===== config.mk =====
export PLATFORM = sky130hd
export DESIGN_NAME = pipe_hazard_tracker
export DESIGN_NICKNAME = d
export VERILOG_FILES = /design/src/rtl/pipe_hazard_tracker.sv
export SDC_FILE = /design/constraint.sdc
export NUM_CORES = 1
export LEC_CHECK = 0
export CAP_MARGIN = 40
export CORE_MARGIN = 3
export CORE_UTILIZATION = 42
export DETAILED_ROUTE_END_ITERATION = 6
export PLACE_DENSITY = 0.68
export SYNTH_ARGS = -nofsm -noshare
export SYNTH_HDL_FRONTEND = slang
export SYNTH_SLANG_ARGS = --single-unit

===== constraint.sdc =====
create_clock -name clk -period 5.7 [get_ports clk]
set_input_delay 0.57 -clock clk [delete_from_list [all_inputs] [get_ports clk]]
set_output_delay 0.57 -clock clk [all_outputs]
set_load 0.02 [all_outputs]

===== src/rtl/pipe_hazard_tracker.sv =====
// -----------------------------------------------------------------------------
// pipe_hazard_tracker
//
// Purpose:
//   Hazard and forwarding tracker for the pipelined MIPS core. It keeps a
//   DEPTH-entry shift register of in-flight destination records, one per
//   stage after decode (stage 1 = EX ... stage DEPTH = WB). Each cycle it
//   looks at the instruction sitting in decode and produces a load-use stall
//   request, one forwarding select per source operand, and a saturating
//   count of stall cycles.
//
// Parameters:
//   DEPTH      number of tracked stages after decode
//   AW         register address width
//   LOAD_STAGE first stage whose load data can be forwarded
//   CNT_W      stall counter width
//   SEL_W      forwarding select width (derived from DEPTH)
//
// Ports:
//   clk, rst                  clock, asynchronous active-high reset
//   id_valid                  decode holds a real instruction
//   id_rs, id_rt              decode source registers
//   id_use_rs, id_use_rt      source operand is actually read
//   id_rd                     decode destination register
//   id_reg_write, id_mem_read decode control bits
//   flush                     kill the decode instruction this cycle
//   freeze                    hold the whole tracker (multi-cycle memory)
//   stall_req                 load-use hazard: hold PC and IF/ID, bubble EX
//   fwd_rs, fwd_rt            0 = register file, k = result of stage k
//   stage_valid               valid bit per stage, bit k-1 = stage k
//   wb_rd, wb_reg_write       destination and write enable in stage DEPTH
//   stall_count               saturating count of stall cycles
// -----------------------------------------------------------------------------
module pipe_hazard_tracker #(
    parameter int DEPTH      = 3,
    parameter int AW         = 5,
    parameter int LOAD_STAGE = 2,
    parameter int CNT_W      = 16,
    parameter int SEL_W      = $clog2(DEPTH + 1)
) (
    input  logic             clk,
    input  logic             rst,
    input  logic             id_valid,
    input  logic [AW-1:0]    id_rs,
    input  logic [AW-1:0]    id_rt,
    input  logic             id_use_rs,
    input  logic             id_use_rt,
    input  logic [AW-1:0]    id_rd,
    input  logic             id_reg_write,
    input  logic             id_mem_read,
    input  logic             flush,
    input  logic             freeze,
    output logic             stall_req,
    output logic [SEL_W-1:0] fwd_rs,
    output logic [SEL_W-1:0] fwd_rt,
    output logic [DEPTH-1:0] stage_valid,
    output logic [AW-1:0]    wb_rd,
    output logic             wb_reg_write,
    output logic [CNT_W-1:0] stall_count
);

    // In-flight destination records, index k-1 holds stage k.
    logic [DEPTH-1:0]         r_valid;
    logic [DEPTH-1:0]         r_regWrite;
    logic [DEPTH-1:0]         r_memRead;
    logic [DEPTH-1:0][AW-1:0] r_rd;
    logic [CNT_W-1:0]         r_stallCount;

    // Lookup results: the select of the youngest producer and whether that
    // producer is a load whose data is not yet available.
    logic [SEL_W-1:0] w_rsSel;
    logic [SEL_W-1:0] w_rtSel;
    logic             w_rsEarlyLoad;
    logic             w_rtEarlyLoad;
    logic             w_stall;
    logic             w_accept;

    // Scan from the oldest stage to the youngest so that the last hit, the
    // youngest producer, is the one that sticks. Writes to r0 never match.
    // A load still short of LOAD_STAGE is flagged instead of forwarded.
    function automatic logic [SEL_W:0] youngestMatch(
        input logic [AW-1:0] src,
        input logic          useSrc
    );
        logic [SEL_W-1:0] sel;
        logic             early;
        sel   = '0;
        early = 1'b0;
        for (int k = DEPTH; k >= 1; k--) begin
            if (useSrc && r_valid[k-1] && r_regWrite[k-1] &&
                (r_rd[k-1] == src) && (src != '0)) begin
                sel   = SEL_W'(k);
                early = r_memRead[k-1] && (k < LOAD_STAGE);
            end
        end
        return {early, sel};
    endfunction

    // Per-operand lookup. An operand whose youngest producer is an early
    // load gets select 0; the stall request keeps that value from being used.
    always_comb begin
        logic [SEL_W:0] rsLook;
        logic [SEL_W:0] rtLook;
        rsLook        = youngestMatch(id_rs, id_use_rs);
        rtLook        = youngestMatch(id_rt, id_use_rt);
        w_rsEarlyLoad = rsLook[SEL_W];
        w_rtEarlyLoad = rtLook[SEL_W];
        w_rsSel       = w_rsEarlyLoad ? '0 : rsLook[SEL_W-1:0];
        w_rtSel       = w_rtEarlyLoad ? '0 : rtLook[SEL_W-1:0];
    end

    // A flushed decode slot never stalls; the bubble it becomes is harmless.
    // Only an unstalled, unflushed real instruction enters stage 1.
    assign w_stall  = id_valid && !flush && (w_rsEarlyLoad || w_rtEarlyLoad);
    assign w_accept = id_valid && !flush && !w_stall;

    // Shift the records one stage per cycle unless frozen. Stage 1 takes the
    // decode record when it is accepted, otherwise a fully zeroed bubble so
    // stale rd values never linger in the chain.
    always_ff @(posedge clk or posedge rst) begin
        if (rst) begin
            r_valid    <= '0;
            r_regWrite <= '0;
            r_memRead  <= '0;
            r_rd       <= '0;
        end else if (!freeze) begin
            for (int k = DEPTH - 1; k >= 1; k--) begin
                r_valid[k]    <= r_valid[k-1];
                r_regWrite[k] <= r_regWrite[k-1];
                r_memRead[k]  <= r_memRead[k-1];
                r_rd[k]       <= r_rd[k-1];
            end
            r_valid[0]    <= w_accept;
            r_regWrite[0] <= w_accept && id_reg_write;
            r_memRead[0]  <= w_accept && id_mem_read;
            r_rd[0]       <= w_accept ? id_rd : '0;
        end
    end

    // Count every stall cycle that actually holds the pipeline; a frozen
    // cycle is not a stall cycle. The count pins at all-ones.
    always_ff @(posedge clk or posedge rst) begin
        if (rst) begin
            r_stallCount <= '0;
        end else if (w_stall && !freeze && (r_stallCount != '1)) begin
            r_stallCount <= r_stallCount + 1'b1;
        end
    end

    assign stall_req    = w_stall;
    assign fwd_rs       = w_rsSel;
    assign fwd_rt       = w_rtSel;
    assign stage_valid  = r_valid;
    assign wb_rd        = r_rd[DEPTH-1];
    assign wb_reg_write = r_valid[DEPTH-1] && r_regWrite[DEPTH-1];
    assign stall_count  = r_stallCount;

endmodule


# Word level (Yosys, flattened, before mapping)
# Cells that the tools add are included.
[classes]
n_eq_ne = 7
addsub = 1
muxes = 11
n_reduce_logical = 38
[op_table]
columns = ["operator", "n"]
rows = [
  ["$logic_and A1 B1 Y1", 32],
  ["$eq A5 B5 Y1", 6],
  ["$add A16 B1 Y16 const B", 1],
  ["$mux W2", 8],
  ["$ne A16 B16 Y1 const B", 1],
  ["$reduce_bool A5 Y1", 2],
  ["$mux W5", 1],
  ["$logic_not A1 Y1", 3],
  ["$mux W1", 2],
  ["$logic_or A1 B1 Y1", 1],
]
[totals]
out_inout_bits = 30
ff_bits = 38

# Depth between registers and ports, before layout
# Gate-level depths: netlist of the first run.
[logic_depth]
ltp_word = 10
ltp_mapped = 8

# Worst setup path after synthesis of the first run
# No wires, ideal clock.
[synth_timing]
path_kind = "input -> output"
startpoint = "input port id_rs[0]"
endpoint = "output port fwd_rs[0]"
cell_stages = 5
t_arrival_ps = 2058
required_time_ps = 5130
path_slack_ps = 3072
cell_sequence = "or4_1 o21ai_2 nor4_1 or3b_2 o21ai_0"
[synth_via]
elab_chain_cells = 7
[synth_lines]
columns = ["item", "line_no", "text"]
rows = [
  ["from (decl)", "44", "input logic [AW-1:0] id_rs,"],
  ["$eq A5 B5 Y1", "91", "(r_rd[k-1] == src) && (src != '0)) begin"],
  ["$logic_and A1 B1 Y1", "90", "if (useSrc && r_valid[k-1] && r_regWrite[k-1] &&"],
  ["$logic_and A1 B1 Y1", "91", ""],
  ["$mux W2 (3 in a row)", "90", ""],
  ["$mux W2 (*)", "108", "w_rsSel = w_rsEarlyLoad ? '0 : rsLook[SEL_W-1:0];"],
  ["to (decl)", "54", "output logic [SEL_W-1:0] fwd_rs,"],
]
# Mark *: on every way between the ends. The rest lies on a longest branch, timed or not.

# Worst setup path in the final report of the first run
# Same ends and word-level chain as after synthesis.

==> flow_summary.yaml, run 1 <==
status:
  status: "finished clean"
synth:
  synth_warnings: 0
  syn_area_um2: 2093
  synth-seq-area-share_pct: 45.43
  ys_types: 34
  netlist_top_cells_area: "dfrtp_1 (45%), xnor2_1 (16%), mux2_2 (8.1%), nand4_1 (3.3%), a22o_1 (2.9%)"
  synth_top_cell_by_area: "dfrtp_1"
  synthCells: 191
  syn_area_per_cell_um2: 10.96
  ys_ff_latch: 38
  synth_top_area_share_pct: 45.43
  syn_nets: 216
timing:
  skew_ps: 4.321
  max_freq_ghz: 0.2659
  tns_ps: 0
  worst_pin_slew_ps: 585.7
  slew_violations: 0
  holdWs_ps: 508.3
  rsz0062_at_grt: "false"
  hold_viol_final: 0
  period_needed_ps: 3761
  min_period_over_period_pct: 65.98
  finalSetupViolations: 0
  slew_headroom_pct: 60.96
die:
  dieArea_um2: 5867
  die_y_um: 76.60
  floorplan.initialDensity_pct: 44.03
  core_um2: 4755
  num_rows: 25
  die_w_um: 76.60
  ios: 54
placed_design:
  placed_area_um2: 2666
  gp_congestion: 0.8198
  hpwlAfterDp_mm: 3.554
  io_buffer_count: 53
layout:
  fin_util_pct: 57.89
  antenna-diode-count: 0
  final_cell_mix: "clkdlybuf4s50_1 (53), xnor2_1 (38), dfrtp_1 (38)"
  nets: 269
  final_common_cell: "clkdlybuf4s50_1"
  fin_area_um2: 2753
  area_delta_synth_final_pct: 31.50
  fillers: 463
  final_layout_size_suffix_gt1_share_pct: 13.47
clocking:
  htreeDepth: 2
  cts_tree: "done"
  clkTransAtPathRegs_ps: 80
  cts_buffer_depth: 2
  cts_root_buffer: "clkbuf_8"
  clock_latency_ps: 290
  clock_sink_count: 38
  cts_resized: 0
  cts.hold.buffers_added: 0
  post_cts_buffers: 0
  cts_made_buffers: 5
grt:
  gr-total-overflow: 0
  grt_usage_pct: 16.17
  grt_pass1_wl_mm: 7.555
  grt_max_degree: 39
  grt_pass1_vias: 1558
  antenna_found_initial: 0
routing:
  wl_mm: 4.490
  wire_per_inst_um: 14.39
  via_per_inst: 5.019
  vias: 1566
  drcViolationCount: 0
  drt_pass1_iterations: 4
  first_iter_violations: 95
  ant_nets: 0
pwr:
  p_leak_nw: 1.122
  power-per-cell-area_nw_per_um2: 209.9
  vdd_drop_max_v: 0.0001314
worst_setup_path:
  crit_fanout: 4
  path_class: "in -> out"
  worstSetupEndpointType: "output pin"
  start_kind: "input pin"
  required_ps: 5130
  arrival_ps: 3190
flow_run:
  maxCapViolCount: 0
worst_hold_path:
  hp-class: "reg -> reg"
-- per-layer routing --
layer	up-vias	track usage [%]	part of all wire (%)
met5	-	0	0
met4	0	5.435	1.5
met3	7	4.374	3.7
met2	29	24.52	45
met1	754	22.31	50
li1	776	-	-
-- flip-flops by register name (all words and copies together), names as in the netlist --
name         count
r_regWrite       3
r_memRead        1
stall_count     16
wb_rd            5
r_rd            10
stage_valid      3
-- synth_stat cells --
master,instances
or4_2,1
buf_1,1
buf_4,6
and3_1,1
o21ai_0,1
ha_1,1
a21oi_2,1
mux2_2,15
nand4_1,11
xor2_1,7
a21o_1,1
o21bai_1,1
or4_1,4
a22o_1,7
nand2b_1,1
o21ai_2,2
and2_1,1
xnor2_1,38
dfrtp_1,38
or4_4,1
inv_1,4
buf_6,1
nor3_1,4
nor4_2,1
nand2_1,10
clkbuf_1,1
nor4_1,4
o21ai_4,1
or3b_2,1
nand4_2,1
nor3b_1,1
a21oi_1,1
nor2_1,10
nand3_1,12
-- through the flow --
| step | worst slack (ps) | total power, mW | std cells |
|---|---|---|---|
| after floorplan | 3072 | 0.3587 | 191 |
| after global placement | 1967 | 0.3988 | 303 |
| after detailed placement | 1919 | 0.4011 | 304 |
| after CTS | 1919 | 0.5861 | 312 |
| after global routing | 1824 | 0.6024 | 312 |
| final | 1939 | 0.5777 | 312 |
-- layout make-up --
class | instances | area, um2 | area share, %
Sequential cell | 38 | 950.9 | 34.55
Clock buffer | 6 | 72.57 | 2.636
Timing Repair Buffer | 55 | 553.0 | 20.09
Inverter | 4 | 15.01 | 0.5455
Multi-Input combinational cell | 140 | 1064 | 38.64
Clock inverter | 2 | 13.76 | 0.5000
Tap cell | 67 | 83.83 | 3.045
-- kinds of logic (layout without fill, tap and decap cells) --
logic type,Yosys count,after routing,synth area share (%)
and+or+nand+nor,64,64,17.16
xor gates and xnor gates,45,45,18.83
DFF,38,38,45.43
AOI/OAI and AO/OA,15,15,6.157
muxes,15,15,8.069
buffers and inverters,13,67,3.765
adders and majority gates,1,1,0.5976
-- critical path: stages --
cell and delay [ps]:
clkdlybuf4s50_1 490, or4_1 560, o21ai_2 200, nor4_1 120
or3b_2 460, o21ai_0 120, clkdlybuf4s50_1 660
-- path summary, 6_finish.rpt --
check,startpoint,endpoint,cells past startpoint,slack [ps]
setup / recovery,id_rs[0],fwd_rs[0],7,1940
hold / removal,stall_count[15],stall_count[15],1,510
setup reg to reg,r_rd[4],stall_count[1],5,3370
hold reg to reg,stall_count[15],stall_count[15],1,510
max in group asynchronous,rst,wb_rd[0],3,4680
min in group asynchronous,rst,stall_count[0],3,680
-- power breakdown --
part	switching (mW)	internal, mW	total, mW
Clock	0.0969	0.0863	0.183
Combinational	0.0410	0.0545	0.0955
Sequential	0.0174	0.282	0.299
No activity file was read; power rests on OpenSTA's default activity.
==> run 2, diff against run 1 <==
Clock period 5.7 ns to 3.6 ns, I/O delays scaled along.
==> flow_summary.yaml, run 2 (synthesis results as in run 1) <==
die:
  die_y_um: 76.60
  ios: 54
  die_w_um: 76.60
  floorplan.initialDensity_pct: 44.03
  dieArea_um2: 5867
  num_rows: 25
  core_um2: 4755
routing:
  via_per_inst: 5.026
  first_iter_violations: 48
  ant_nets: 0
  vias: 1563
  wire_per_inst_um: 14.55
  wl_mm: 4.525
  drt_pass1_iterations: 4
  drcViolationCount: 0
timing:
  min_period_over_period_pct: 92.39
  skew_ps: 9.872
  rsz0062_at_grt: "false"
  tns_ps: 0
  hold_viol_final: 0
  max_freq_ghz: 0.3007
  slew_headroom_pct: 60.84
  period_needed_ps: 3326
  finalSetupViolations: 0
  worst_pin_slew_ps: 587.3
  holdWs_ps: 468.8
  slew_violations: 0
clocking:
  cts_made_buffers: 5
  cts.hold.buffers_added: 0
  htreeDepth: 2
  post_cts_buffers: 0
  cts_root_buffer: "clkbuf_8"
  cts_tree: "done"
  cts_resized: 0
  clkTransAtPathRegs_ps: 80
  clock_sink_count: 38
  cts_buffer_depth: 2
  clock_latency_ps: 290
pwr:
  power-per-cell-area_nw_per_um2: 357.1
  p_leak_nw: 1.132
  p_clk_share_pct: 36.9
  totalPowerFinal_mw: 0.9897
  p_seq_share_pct: 47.9
  vdd_drop_max_v: 0.0002542
  power_switching_mw: 0.2363
  pwr-share-comb_pct: 15.2
  sw_frac_of_total_pct: 23.88
  internal_power_mw: 0.7534
layout:
  antenna-diode-count: 0
  nets: 269
  area_delta_synth_final_pct: 32.40
  largest_reg_flops: 16
  final_cell_mix: "clkdlybuf4s50_1 (53), xnor2_1 (38), dfrtp_1 (38)"
  final_layout_size_suffix_gt1_share_pct: 13.52
  final_common_cell: "clkdlybuf4s50_1"
worst_setup_path:
  slowest_delay_ps: 650
  start_kind: "input pin"
  crit_chain: "clkdlybuf4s50_1 > or4_1 > o21ai_2 > nor4_1 > or3b_2 > o21ai_0 > clkdlybuf4s50_1"
  worstSetupEndpointType: "output pin"
  cp_common_cell: "clkdlybuf4s50_1"
  cpMaxStageDelayCell: "clkdlybuf4s50_1"
  crit_buf_inv: 2
  crit_fanout: 4
  arrival_ps: 2970
  required_ps: 3240
  path_class: "in -> out"
  crit_family: "buffers and inverters"
status:
  status: "finished clean"
grt:
  gr-total-overflow: 0
  grt_pass1_vias: 1577
  antenna_found_initial: 0
  grt_pass1_wl_mm: 7.748
  grt_max_degree: 39
  grt_usage_pct: 16.62
flow_run:
  maxCapViolCount: 0
placed_design:
  hpwlAfterDp_mm: 3.443
  gp_congestion: 0.8266
  io_buffer_count: 53
worst_hold_path:
  hp-class: "in -> async"
-- run 2: cell types whose count changed in the layout (fill, tap and decap cells not counted) --
cell / delta
buf_4: +1
buf_8: -1
bufinv_16: +1
clkbuf_1: -1
clkbuf_8: +1
clkinv_2: -1
clkinv_4: -1
-- run 2: worst reg2reg max path: cells and delay by family (launching register included) --
kind	cells	cell delay [ps]
simple gates	2	660
compound gates	1	520
flops	1	440
mux	1	400
xor+xnor	1	180
-- run 2: power by group through the flow --
stage / combinational, mW / sequential [mW] / clock (mW)
after floorplan: 0.0900 / 0.478 / 0
after global placement: 0.150 / 0.482 / 0
after detailed placement: 0.151 / 0.482 / 0
after CTS: 0.152 / 0.474 / 0.370
after global routing: 0.164 / 0.478 / 0.389
final: 0.151 / 0.474 / 0.365
-- run 2: path summary, 6_finish.rpt --
path                            startpoint               to  slack (ps)  depth (start not counted)
setup / recovery                  id_rs[1]        fwd_rs[0]         270                          7
hold / removal                         rst   stall_count[1]         470                          3
setup reg to reg                   r_rd[4]   stall_count[1]        1290                          5
hold reg to reg            stall_count[15]  stall_count[15]         500                          1
max in group asynchronous              rst          r_rd[8]        2800                          3
min in group clk           stall_count[15]  stall_count[15]         500                          1
-- run 2: final cells by class --
type	instances	area (um2)
sequential	38	950.9
inverter	4	15.01
tap	67	83.83
clock inverter	1	30.03
clock buffer	6	82.58
multi-input combinational	140	1064
fill	438	1983
timing repair buffer	55	545.5
-- run 2: through the flow --
step	cell area, um2	utilization [%]	cells	setup WS (ps)
4_1_cts	2771	58.29	311	253.5
5_1_grt	2771	58.29	311	106.6
2_1_floorplan	2093	-	191	1392
3_3_place_gp	2659	55.92	304	285.8
3_5_place_dp	2659	55.92	304	260.6
6_report	2771	58.29	311	274.0
-- run 2: routing by layer --
metal | global-route usage [%] | routed length (um) | vias to the layer above
met5 | 0 | 0 | -
met4 | 6.522 | 74 | 0
met3 | 3.783 | 182 | 6
met2 | 25.57 | 2031 | 34
met1 | 22.72 | 2236 | 741
li1 | - | - | 782
==> run 3, diff against run 2 <==
Settings changed: ABC_AREA set to 1, ABC_CLOCK_PERIOD_IN_PS set to 3600, PLACE_DENSITY 0.68 to 0.65.
==> flow_summary.yaml, run 3 <==
pwr:
  p_leak_nw: 1.531
  totalPowerFinal_mw: 1.085
  vdd_drop_max_v: 0.0001423
  power-per-cell-area_nw_per_um2: 319.5
clocking:
  clock_latency_ps: 290
  cts_made_buffers: 5
  clock_sink_count: 38
  htreeDepth: 2
  cts.hold.buffers_added: 0
  clkTransAtPathRegs_ps: 80
  post_cts_buffers: 0
  cts_resized: 0
  cts_root_buffer: "clkbuf_8"
  cts_tree: "done"
  cts_buffer_depth: 2
timing:
  finalSetupViolations: 0
  rsz0062_at_grt: "false"
  holdWs_ps: 369.3
  hold_viol_final: 0
  fin_ws_ps: 737.2
  tns_ps: 0
  worst_pin_slew_ps: 448.8
  skew_ps: 8.333
  slew_headroom_pct: 70.04
  period_needed_ps: 2863
  min_period_over_period_pct: 79.52
  slew_violations: 0
  max_freq_ghz: 0.3493
grt:
  gr-total-overflow: 0
  grt_pass1_vias: 2318
  grt_max_degree: 29
  grt_usage_pct: 18.50
  grt_pass1_wl_mm: 11.16
  antenna_found_initial: 0
synth:
  syn_area_per_cell_um2: 7.435
  synthCells: 365
  syn_area_um2: 2714
  synth_common_cells: "nand2_1 (110), dfrtp_1 (38), inv_1 (31)"
  netlist_top_cells_area: "dfrtp_1 (35%), nand2_1 (15%), xnor2_1 (6.1%), inv_1 (4.3%), nand2_2 (4.1%)"
  synth_flop_cell: "dfrtp_1"
  ys_types: 36
  synth_top_cell_by_area: "dfrtp_1"
  yosysMostFrequentCell: "nand2_1"
  synth_edf_count: 0
  synth-seq-area-share_pct: 35.04
  synth_warnings: 0
  synth_top_area_share_pct: 35.04
  synth-async-reset-ratio_pct: 100.0
  ys_ff_latch: 38
  syn_nets: 390
routing:
  wl_mm: 6.467
  vias: 2422
  first_iter_violations: 129
  via_per_inst: 4.943
  drt_pass1_iterations: 4
  drcViolationCount: 0
  ant_nets: 0
  wire_per_inst_um: 13.20
layout:
  finalNonFillerCells: 490
  nets: 439
  antenna-diode-count: 0
  final_common_cell: "nand2_1"
  fillers: 597
  final_cell_mix: "nand2_1 (110), clkdlybuf4s50_1 (53), dfrtp_1 (38)"
  largest_reg_flops: 16
  final_layout_size_suffix_gt1_share_pct: 13.25
  area_delta_synth_final_pct: 25.13
die:
  dieArea_um2: 7462
  core_um2: 6096
  num_rows: 28
  die_y_um: 86.39
  die_w_um: 86.39
  floorplan.initialDensity_pct: 44.52
  ios: 54
worst_setup_path:
  reg2regPathDepth: 7
  reg2reg_to: "stall_count[9]"
  crit_path_start: "id_rs[2]"
  start_kind: "input pin"
  reg2reg_slack_ps: 1810
  r2r_start: "stall_count[0]"
  worstSetupEndpointType: "output pin"
  required_ps: 3240
  path_class: "in -> out"
  cp-endpoint: "stall_req"
  arrival_ps: 2500
  crit_fanout: 9
placed_design:
  gp_congestion: 0.9464
  hpwlAfterDp_mm: 5.021
  place_inst: 482
  place_ws_ps: 709.9
  io_buffer_count: 53
worst_hold_path:
  hp-class: "in -> async"
flow_run:
  maxCapViolCount: 0
status:
  status: "finished clean"
[run 3: cell count changes in the layout (fill, tap and decap cells not counted), sizes merged, moves of 6 or more]
cell	previous run	this run
mux2	15	0
nand2	10	130
nand3	12	25
nand4	12	18
or4	6	0
xnor2	38	19
a22o	7	0
nor2	10	36
o21ai	4	13
inv	4	36
[run 3: worst min-delay path by stage]
stage,to,slack (ps),cells past startpoint
2_1_floorplan,r_regWrite[2],450,2
3_3_place_gp,r_regWrite[2],470,2
3_5_place_dp,r_regWrite[2],490,2
4_1_cts,r_rd[0],370,2
5_1_grt,r_regWrite[1],410,2
6_report,r_rd[9],370,2
[run 3: cell families (layout without fill, tap and decap cells)]
kind of cell,Yosys count,count (layout),share of synthesized area (%)
xor gates and xnor gates,31,31,10.00
AOI/OAI and AO/OA,22,22,4.288
and+or+nand+nor,220,220,40.34
adders and majority gates,1,1,0.4610
DFF,38,38,35.04
buffers and inverters,53,103,9.866
[run 3: cell type report]
type	count	area (um2)	area share, %
clock buffer	6	82.58	2.432
clock inverter	2	60.06	1.769
inverter	38	145.1	4.274
multi-input combinational	274	1495	44.03
sequential	38	950.9	28.00
tap	75	93.84	2.763
timing repair buffer	57	568.0	16.73
[run 3: worst max-delay path, stage by stage]
cell             delay, ps
clkdlybuf4s50_1        610
inv_1                  110
nand2_1                 70
nand2_1                 50
inv_1                   40
nand2_1                 40
nor2_1                 190
nand3_2                140
nand2_4                130
inv_4                   60
nor2_1                  90
clkdlybuf4s50_1        610
[run 3: through the flow]
step / cell area [um2] / util [%]
2_1_floorplan: 2714 / -
5_1_grt: 3396 / 55.71
4_1_cts: 3396 / 55.71
6_report: 3396 / 55.71
3_5_place_dp: 3253 / 53.37
3_3_place_gp: 3238 / 53.12
[run 3: per-layer routing]
layer,GRT usage (%),vias to the layer above,share of wire (%)
li1,-,1239,-
met1,28.15,1104,51
met2,27.12,72,43
met3,3.137,7,5.4
met4,4.674,0,1.2
met5,0,-,0
[run 3: where the power goes]
group,switching [mW],internal [mW]
logic,0.0852,0.0747
registers,0.0248,0.444
clock network,0.160,0.296
